## src/rtl/conv_addr_gen.sv

```systemverilog
// KxK stride-1 convolution window address sequencer: walks kc, kr, ocol, orow
// (innermost first) and issues one feature-memory read per tap under valid/ready.
module conv_addr_gen #(
    parameter int IMG_W  = 8,
    parameter int IMG_H  = 8,
    parameter int K      = 3,
    parameter int ADDR_W = 6
) (
    input  logic              i_clk,
    input  logic              i_rst,
    input  logic              i_start_conv,
    output logic [ADDR_W-1:0] o_rd_addr,
    output logic              o_rd_valid,
    input  logic              i_rd_ready,
    output logic              o_tap_first,
    output logic              o_tap_last,
    output logic [ADDR_W-1:0] o_out_idx,
    output logic              o_busy,
    output logic              o_conv_done
);

    localparam logic [ADDR_W-1:0] C_KM1  = ADDR_W'(K - 1);
    localparam logic [ADDR_W-1:0] C_OWM1 = ADDR_W'(IMG_W - K);
    localparam logic [ADDR_W-1:0] C_OHM1 = ADDR_W'(IMG_H - K);
    localparam logic [ADDR_W-1:0] C_W    = ADDR_W'(IMG_W);
    localparam logic [ADDR_W-1:0] C_OW   = ADDR_W'(IMG_W - K + 1);

    typedef enum logic [1:0] {S_IDLE, S_RUN, S_DONE} state_t;

    state_t            r_state;
    logic [ADDR_W-1:0] r_kc, r_kr, r_ocol, r_orow;

    logic w_run, w_xfer, w_kc_wrap, w_kr_wrap, w_ocol_wrap, w_orow_wrap, w_final;
    logic [ADDR_W-1:0] w_addr, w_idx;

    assign w_run       = (r_state == S_RUN);
    assign w_xfer      = w_run && i_rd_ready;
    assign w_kc_wrap   = (r_kc == C_KM1);
    assign w_kr_wrap   = (r_kr == C_KM1);
    assign w_ocol_wrap = (r_ocol == C_OWM1);
    assign w_orow_wrap = (r_orow == C_OHM1);
    assign w_final     = w_kc_wrap && w_kr_wrap && w_ocol_wrap && w_orow_wrap;

    always_ff @(posedge i_clk or posedge i_rst) begin
        if (i_rst) begin
            r_state <= S_IDLE;
            r_kc    <= '0;
            r_kr    <= '0;
            r_ocol  <= '0;
            r_orow  <= '0;
        end else begin
            case (r_state)
                S_IDLE: begin
                    if (i_start_conv) begin
                        r_state <= S_RUN;
                        r_kc    <= '0;
                        r_kr    <= '0;
                        r_ocol  <= '0;
                        r_orow  <= '0;
                    end
                end
                S_RUN: begin
                    if (w_xfer) begin
                        // Every counter wraps to zero on the final tap, so the next start
                        // finds them clean even without the explicit clear.
                        r_kc <= w_kc_wrap ? '0 : r_kc + 1'b1;
                        if (w_kc_wrap)
                            r_kr <= w_kr_wrap ? '0 : r_kr + 1'b1;
                        if (w_kc_wrap && w_kr_wrap)
                            r_ocol <= w_ocol_wrap ? '0 : r_ocol + 1'b1;
                        if (w_kc_wrap && w_kr_wrap && w_ocol_wrap)
                            r_orow <= w_orow_wrap ? '0 : r_orow + 1'b1;
                        if (w_final)
                            r_state <= S_DONE;
                    end
                end
                S_DONE:  r_state <= S_IDLE;
                default: r_state <= S_IDLE;
            endcase
        end
    end

    assign w_addr = (r_orow + r_kr) * C_W + r_ocol + r_kc;
    assign w_idx  = r_orow * C_OW + r_ocol;

    // Tap outputs are forced to zero outside RUN so downstream never sees stale data.
    assign o_rd_valid  = w_run;
    assign o_rd_addr   = w_run ? w_addr : '0;
    assign o_out_idx   = w_run ? w_idx : '0;
    assign o_tap_first = w_run && (r_kc == '0) && (r_kr == '0);
    assign o_tap_last  = w_run && w_kc_wrap && w_kr_wrap;
    assign o_busy      = (r_state != S_IDLE);
    assign o_conv_done = (r_state == S_DONE);

endmodule

```

## config.mk

```make
export PLATFORM = sky130hd
export DESIGN_NAME = conv_addr_gen
export DESIGN_NICKNAME = d
export VERILOG_FILES = /design/src/rtl/conv_addr_gen.sv
export SDC_FILE = /design/constraint.sdc
export NUM_CORES = 1
export LEC_CHECK = 0
export BUFFER_PORTS_ARGS = -buffer_cell sky130_fd_sc_hd__buf_2
export CAP_MARGIN = 20
export CORE_MARGIN = 1
export CORE_UTILIZATION = 50
export CTS_CLUSTER_SIZE = 30
export DETAILED_ROUTE_END_ITERATION = 8
export PLACE_DENSITY = 0.71
export SYNTH_ARGS = -nofsm -noshare
export SYNTH_HDL_FRONTEND = slang
export SYNTH_SLANG_ARGS = --single-unit
```

## constraint.sdc

```tcl
create_clock -name i_clk -period 2.38 [get_ports i_clk]
set_input_delay 0.119 -clock i_clk [delete_from_list [all_inputs] [get_ports i_clk]]
set_output_delay 0.119 -clock i_clk [all_outputs]
set_load 0.01 [all_outputs]
```

Word level (Yosys, flattened, before mapping)
Cells that the tools add are included.
W data, S select, Z words.
{"block": "word_totals", "regBits": 26, "in_bits": 4, "out_inout_bits": 17, "elab_cells": 66}
{"block": "op_classes", "n_addsub": 8, "multipliers": 1, "eq_ne": 12, "n_mux": 22, "n_reduce_logical": 18}
{"operator": "$mux W6", "n": 14}
{"operator": "$pmux W6 S2", "n": 4}
{"operator": "$add A6 B1 Y6 const B", "n": 4}
{"operator": "$add A6 B6 Y6", "n": 3}
{"operator": "$eq A6 B2 Y1 const B", "n": 2}
{"operator": "$eq A6 B3 Y1 const B", "n": 2}
{"operator": "$logic_not A6 Y1", "n": 2}
{"operator": "$reduce_and A4 Y1", "n": 3}
{"operator": "$ne A2 B1 Y1 const B", "n": 5}
{"operator": "$logic_and A1 B1 Y1", "n": 8}
{"operator": "$mul A6 B2 Y5 const B", "n": 1}
{"operator": "$mux W2", "n": 3}
{"operator": "$reduce_and A3 Y1", "n": 2}
{"operator": "$pmux W2 S2", "n": 1}
{"operator": "$reduce_bool A2 Y1", "n": 2}
{"operator": "$add A3 B3 Y3", "n": 1}
{"operator": "$eq A2 B1 Y1 const B", "n": 1}
{"operator": "$eq A2 B2 Y1 const B", "n": 1}
{"operator": "$logic_not A2 Y1", "n": 1}
{"operator": "$ne A2 B2 Y1 const B", "n": 1}

Depth between registers and ports, before layout
Gate-level depths: netlist of the first run.
{"block": "depth", "ltp_word": 7, "mapped_depth": 9, "depth_no_buf": 9}

Worst setup path after synthesis of the first run
OpenSTA, ideal clock, no wires.
{"block": "synth_timing", "kind": "register to output", "startpoint": "register r_orow[0]", "endpoint": "output port o_rd_addr[5]", "arrival_time_ps": 2319, "t_required_ps": 2261, "slack_ps": -58, "stages_incl_launch_ff": 10, "path_buffers": 0, "cell_sequence": "dfrtp_1 > ha_1 > inv_1 > fa_1 > fa_1 > inv_1 > ha_1 > a21oi_1 > xnor2_1 > nor2_1"}
{"block": "synth_via", "elab_chain_cells": 4}
{"item": "from (decl)", "line_no": "31", "text": "logic [ADDR_W-1:0] r_kc, r_kr, r_ocol, r_orow;"}
{"item": "from (signal assigned)", "line_no": "72", "text": "r_orow <= w_orow_wrap ? '0 : r_orow + 1'b1;"}
{"item": "$add A3 B3 Y3", "line_no": "83", "text": "assign w_addr = (r_orow + r_kr) * C_W + r_ocol + r_kc;"}
{"item": "$add A6 B6 Y6 (2 in series)", "line_no": "83"}
{"item": "$mux W6", "line_no": "88", "text": "assign o_rd_addr = w_run ? w_addr : '0;"}
{"item": "to (decl)", "line_no": "12", "text": "output logic [ADDR_W-1:0] o_rd_addr,"}
No other way between the ends.

Worst setup path after layout of the first run
{"block": "layout_timing", "startpoint": "register r_kr[0]", "endpoint": "output port o_rd_addr[5]"}
{"block": "layout_via", "elab_chain_cells": 4}
{"item": "from (decl)", "line_no": "31"}
{"item": "from (signal assigned)", "line_no": "68", "text": "r_kr <= w_kr_wrap ? '0 : r_kr + 1'b1;"}
{"item": "$add A3 B3 Y3", "line_no": "83"}
{"item": "$add A6 B6 Y6 (2 in series)", "line_no": "83"}
{"item": "$mux W6", "line_no": "88"}
No other way between the ends.

==> reports/results.ini, run 1 <==
[outcome]
status=finished, violations left
violations=setup timing

[logic_synthesis]
synthCells=259
syn-num-nets=295
synthTopCellsByArea=dfrtp_1 28%, ha_1 14%, fa_1 5.1%
ys.flop_type=dfrtp_1
ys_ff_latch=26
synthTopCellsByCount=26 x dfrtp_1, 26 x ha_1, 25 x inv_1
ys_warn_count=0
ys_types=51
synth_top_area_share_pct=27.78
ys_seq_area_share_pct=27.78
syn_area_um2=2342
synth_edf_count=0
synthArstFlopShare_pct=100.0
synth_area_leader_cell=dfrtp_1
syn_area_per_cell_um2=9.043

[power]
ir_drop_mv=0.4820
power.density_nw_per_um2=1029
power_frac_seq_pct=22.3
internal_power_mw=1.646
power_mw=2.968
leakage_nw=1.299
clockPowerShare_pct=10.1
p_sw_mw=1.322
pwr-share-comb_pct=67.6
swShare_pct=44.54

[floorplan]
die-width_um=70.45
initial_core_util_pct=53.06
ioPinCount=21
dieArea_um2=4963
die_h_um=70.45
coreArea_um2=4414
placementRows=24

[worst_setup_path]
end_kind=primary output
worst-path-buf-inv=3
worst_setup_path_start_kind=flip-flop
cp.arrival_ps=2570
worstSetupPathType=reg2out
crit_fanout=2
crit_slowest_cell=fa_1
critical_path.cell_chain=ha_4, inv_2, fa_1, fa_1, inv_2, ha_4, a21oi_2, xnor2_1, nor2_1, buf_2
critPathMaxStageDelay_ps=500
critPathRequiredTime_ps=2260
cp_top_family=adder cells

[global_route]
grt_max_degree=18
overflow=0
grt.total_usage_pct=26.26
grt_pass1_vias=2070
antenna_found_initial=0
grt_pass1_wl_mm=10.19

[timing]
setup_violations=3
worst_pin_slew_ps=663.1
setup-tns-final_ps=-732.2
maxSlewViolCount=0
skew_ps=7.412
min_period_ps=2693
finalHoldViolCount=0
fin_ws_ps=-312.5
relSlewSlack_pct=55.75
hold_slack_ps=126.9
rsz0062_at_grt=yes
fmax_mhz=371.4
fin_crit_sh_pct=113.1

[route]
route.detailed.drc=0
wl_met1_mm=2.595
first_pass_iters=4
met3_length_um=229
detail-route-antenna-nets=0
postRouteWirelength_mm=5.887
first_iter_violations=154
via_per_inst=5.840
vias=2085
wire_per_inst_um=16.49
dr_wl_met2_mm=3.008
highest_layer=met4

[cells_and_area]
final_cells=357
diodes=0
nets=342
multi_input_area_um2=1677
drive_gt1_share_pct=26.89
syn2layout_area_growth_pct=23.13
nFillCells=363
seqCellArea_um2=651.9

[placed_design]
gp_congestion=0.8573
portBuffers=20
dp_cells=347
hpwl_mm=4.439

[clock_tree]
cts_sinks=26
clk_pin_slew_ps=100
cts_buffers=3
tritoncts=done
root_buffer=clkbuf_8
clock_path_buffers=2
clk_latency_ps=280
htree_levels=1

[min_path]
hold_class=in2reg

[job]
max_cap_violations=0

## path summary, 6_finish.rpt
kind                               from      endpoint  slack [ps]  depth (start not counted)
setup / recovery                r_kr[0]  o_rd_addr[5]        -310                         10
hold / removal             i_start_conv    r_state[0]         130                          3
setup reg to reg                r_kr[0]     r_orow[1]         280                          8
hold reg to reg               r_orow[5]     r_orow[5]         510                          1
max in group asynchronous         i_rst     r_orow[2]        1300                          4
min in group asynchronous         i_rst       r_kr[5]         470                          3
## timing repair
| action | 4_1_cts | 5_1_grt |
|---|---|---|
| endpoints found under the setup margin | 5 | 5 |
| gates resized for setup | 18 | 7 |
| hold endpoints to repair | 16 | 0 |
| setup buffers | 5 | 2 |
| hold buffers | 1 | 0 |
| pin swaps | 5 | 4 |
## routing by layer
metal	vias up	GRT usage [%]
met5	-	0
met1	1014	35.85
met3	5	3.752
li1	1018	-
met2	48	43.70
met4	0	6.444
## layout make-up
class | count | share of cell area [%]
sequential | 26 | 22.60
multi-input combinational | 199 | 58.13
timing repair buffer | 50 | 11.63
tap | 52 | 2.256
clock buffer | 4 | 1.909
inverter | 26 | 3.471
## state kept, by name, indices dropped and copies added (netlist names)
name,count
r_kc,6
r_orow,6
r_state,2
r_ocol,6
r_kr,6
## placed cells by master, fill, tap and decap left out, drive strengths merged, types with 7 or more instances in the layout
cell type,netlist,layout
a21oi,10,10
and2,7,7
buf,1,49
dfrtp,26,26
ha,26,26
inv,25,25
nand2,15,15
nand3,10,10
nand4,9,9
nor2,21,21
nor3,12,12
xnor2,8,8
## per-stage QoR
step | setup WS (ps) | cell area, um^2 | utilization, %
2_1_floorplan | 28.51 | 2360 | -
3_3_place_gp | -3.542 | 2671 | 60.52
3_5_place_dp | -37.14 | 2671 | 60.52
4_1_cts | -317.2 | 2841 | 64.37
5_1_grt | -418.0 | 2884 | 65.33
6_report | -312.5 | 2884 | 65.33
## cells by family (layout without fill, tap and decap cells)
| group | Yosys count | count (layout) | share of synthesized area (%) |
|---|---|---|---|
| AOI/OAI and AO/OA | 50 | 50 | 15.06 |
| adders and majority gates | 32 | 32 | 19.02 |
| muxes | 6 | 6 | 2.671 |
| DFF | 26 | 26 | 27.78 |
| xor gates and xnor gates | 15 | 15 | 6.197 |
| and+or+nand+nor | 96 | 96 | 23.67 |
| buffers and inverters | 34 | 80 | 5.609 |
## power groups by stage
stage	logic [mW]	registers [mW]	clock network, mW
after global placement	1.87	0.663	0
final	2.01	0.662	0.300
after floorplan	1.29	0.673	0
after CTS	1.97	0.661	0.305
after detailed placement	1.91	0.666	0
after global routing	2.26	0.675	0.318
## worst min-delay path, cell delays in order
cell and delay [ps]:
buf_2 120, nor2_1 80, a311oi_1 50
Power figures use the tool's default switching activity.
==> run 2: changes to the inputs <==
--- a/constraint.sdc
+++ b/constraint.sdc
@@ -3,2 +3,2 @@
 set_output_delay 0.119 -clock i_clk [all_outputs]
-set_load 0.01 [all_outputs]
+set_load 0.02 [all_outputs]
==> run 2 against run 1 <==
Against the previous run:
- the flow still finishes with violations (setup timing)
- setup slack lost 6.1 ps
- total power grew 18%
- sequential cell count is the same
- sequential share of layout area is essentially flat
- critical path depth is the same
- global-route usage shrank 1.4 points
- utilization shrank 0.11 points
- maximum frequency shrank 0.23%
- clock power grew 26%
- die area is the same
- largest power group unchanged
==> reports/results.ini, run 2 (synthesis results as in run 1) <==
[clock_tree]
clk_latency_ps=280  ; about the same
tritoncts=done  ; unchanged
clock_path_buffers=2  ; unchanged
root_buffer=clkbuf_8  ; unchanged
cts_sinks=26  ; unchanged
cts_buffers=3  ; unchanged
clk_pin_slew_ps=100  ; about the same
htree_levels=1  ; unchanged

[timing]
min_period_ps=2699  ; was 2693 ps
fmax_mhz=370.6  ; was 371.4 MHz
worst_pin_slew_ps=762.2  ; was 663.1 ps
rsz0062_at_grt=yes  ; unchanged
relSlewSlack_pct=49.13  ; was 55.75%
maxSlewViolCount=0  ; unchanged
finalHoldViolCount=0  ; unchanged
fin_crit_sh_pct=113.4  ; was 113.1%
setup_violations=5  ; was 3
skew_ps=5.518  ; was 7.412 ps
fin_ws_ps=-318.6  ; was -312.5 ps

[job]
max_cap_violations=0  ; unchanged

[power]
ir_drop_mv=1.117  ; was 0.4820 mV
leakage_nw=1.315  ; was 1.299 nW
power_mw=3.496  ; was 2.968 mW
power.density_nw_per_um2=1214  ; was 1029 nW/um^2

[cells_and_area]
design_area_um2=2879  ; was 2884 um^2
syn2layout_area_growth_pct=22.92  ; was 23.13%
nets=342  ; unchanged
mostFrequentLayoutCells=31 x buf_4, 25 x dfrtp_1, 21 x ha_1  ; was 27 x buf_4, 25 x dfrtp_1, 21 x nor2_1
nFillCells=377  ; was 363
diodes=0  ; unchanged
final_cells=357  ; unchanged
drive_gt1_share_pct=27.21  ; was 26.89%
final_core_util_pct=65.22  ; was 65.33%
layout.cells.most_common=buf_4  ; unchanged

[placed_design]
gp_congestion=0.8507  ; was 0.8573
place_worst_setup_slack_ps=-110.7  ; was -37.14 ps
portBuffers=20  ; unchanged
placed_cell_area_um2=2710  ; was 2671 um^2
dp_cells=351  ; was 347
hpwl_mm=4.496  ; was 4.439 mm

[global_route]
overflow=0  ; unchanged
grt_max_degree=20  ; was 18
grt.total_usage_pct=24.85  ; was 26.26%
grt_pass1_vias=2024  ; was 2070
grt_pass1_wl_mm=9.687  ; was 10.19 mm
antenna_found_initial=0  ; unchanged

[route]
postRouteWirelength_mm=5.806  ; was 5.887 mm
first_iter_violations=144  ; was 154
vias=2109  ; was 2085
wire_per_inst_um=16.26  ; was 16.49 um
via_per_inst=5.908  ; was 5.840
detail-route-antenna-nets=0  ; unchanged
first_pass_iters=4  ; unchanged
route.detailed.drc=0  ; unchanged

[min_path]
hold_class=in2reg  ; unchanged

[worst_setup_path]
worst-path-buf-inv=3  ; unchanged
cp.arrival_ps=2580  ; was 2570 ps
critical_path.cell_chain=ha_4, inv_2, fa_1, fa_1, inv_2, ha_4, a21oi_2, xnor2_1, nor2_2, buf_6  ; was ha_4, inv_2, fa_1, fa_1, inv_2, ha_4, a21oi_2, xnor2_1, nor2_1, buf_2
crit_slowest_cell=fa_1  ; unchanged
end_kind=primary output  ; unchanged
worst_setup_path_start_kind=flip-flop  ; unchanged
critPathMaxStageDelay_ps=540  ; was 500 ps
crit_fanout=2  ; unchanged
cp_top_family=adder cells  ; unchanged
worstSetupPathType=reg2out  ; unchanged
critPathRequiredTime_ps=2260  ; about the same

[outcome]
violations=setup timing  ; unchanged
status=finished, violations left  ; unchanged

[floorplan]
coreArea_um2=4414  ; unchanged
dieArea_um2=4963  ; unchanged
die-width_um=70.45  ; unchanged
placementRows=24  ; unchanged
initial_core_util_pct=53.06  ; unchanged
ioPinCount=21  ; unchanged
die_h_um=70.45  ; unchanged

run 2: changes by cell type in the layout (fill, tap and decap cells not counted), sizes merged:
cell,previous run,this run
bufinv,0,1
clkbuf,4,3
run 2: metrics by stage:
stage / TNS, ps / hold WS (ps)
2_1_floorplan: -22.07 / 158.9
3_3_place_gp: -49.47 / 295.9
3_5_place_dp: -181.5 / 294.0
4_1_cts: -1371 / 122.9
5_1_grt: -1739 / 138.2
6_report: -1138 / 123.3
run 2: tightest hold or removal path, cell delays in order:
cell and delay [ps]:
buf_2 120, nor2_1 80, a311oi_1 50
run 2: worst paths after layout:
check	from	slack, ps	cells after the start	end
setup / recovery	r_kr[0]	-320	10	o_rd_addr[5]
min in group asynchronous	i_rst	510	3	r_kr[5]
setup reg to reg	r_kr[0]	350	7	r_orow[1]
max in group asynchronous	i_rst	1260	4	r_orow[5]
hold reg to reg	r_orow[5]	530	1	r_orow[5]
hold / removal	i_start_conv	120	3	r_state[0]
run 2: repair_timing:
item | in CTS | in global routing
pin swaps | 8 | 4
setup buffers | 1 | 0
hold endpoints to repair | 18 | 0
endpoints found under the setup margin | 6 | 6
resized for setup | 21 | 2
hold buffers | 1 | 0
run 2: per-layer routing:
layer | track usage (%) | wire [um] | up-vias
met5 | 0 | 0 | -
met4 | 4.889 | 57 | 0
met3 | 3.608 | 217 | 6
met2 | 42.43 | 2857 | 52
met1 | 33.46 | 2674 | 1028
li1 | - | - | 1023
run 2: power breakdown:
part | leakage (nW) | total [mW] | switching [mW] | internal, mW
Clock | 0.0357 | 0.379 | 0.154 | 0.225
Sequential | 0.321 | 0.661 | 0.123 | 0.537
Combinational | 0.958 | 2.46 | 1.31 | 1.15
run 2: area by class of cell:
type,count,area [um^2],share of cell area (%)
sequential,26,651.9,22.64
clock buffer,3,41.29,1.434
clock inverter,1,30.03,1.043
timing repair buffer,50,345.3,11.99
inverter,26,97.59,3.390
tap,52,65.06,2.260
multi-input combinational,199,1648,57.24
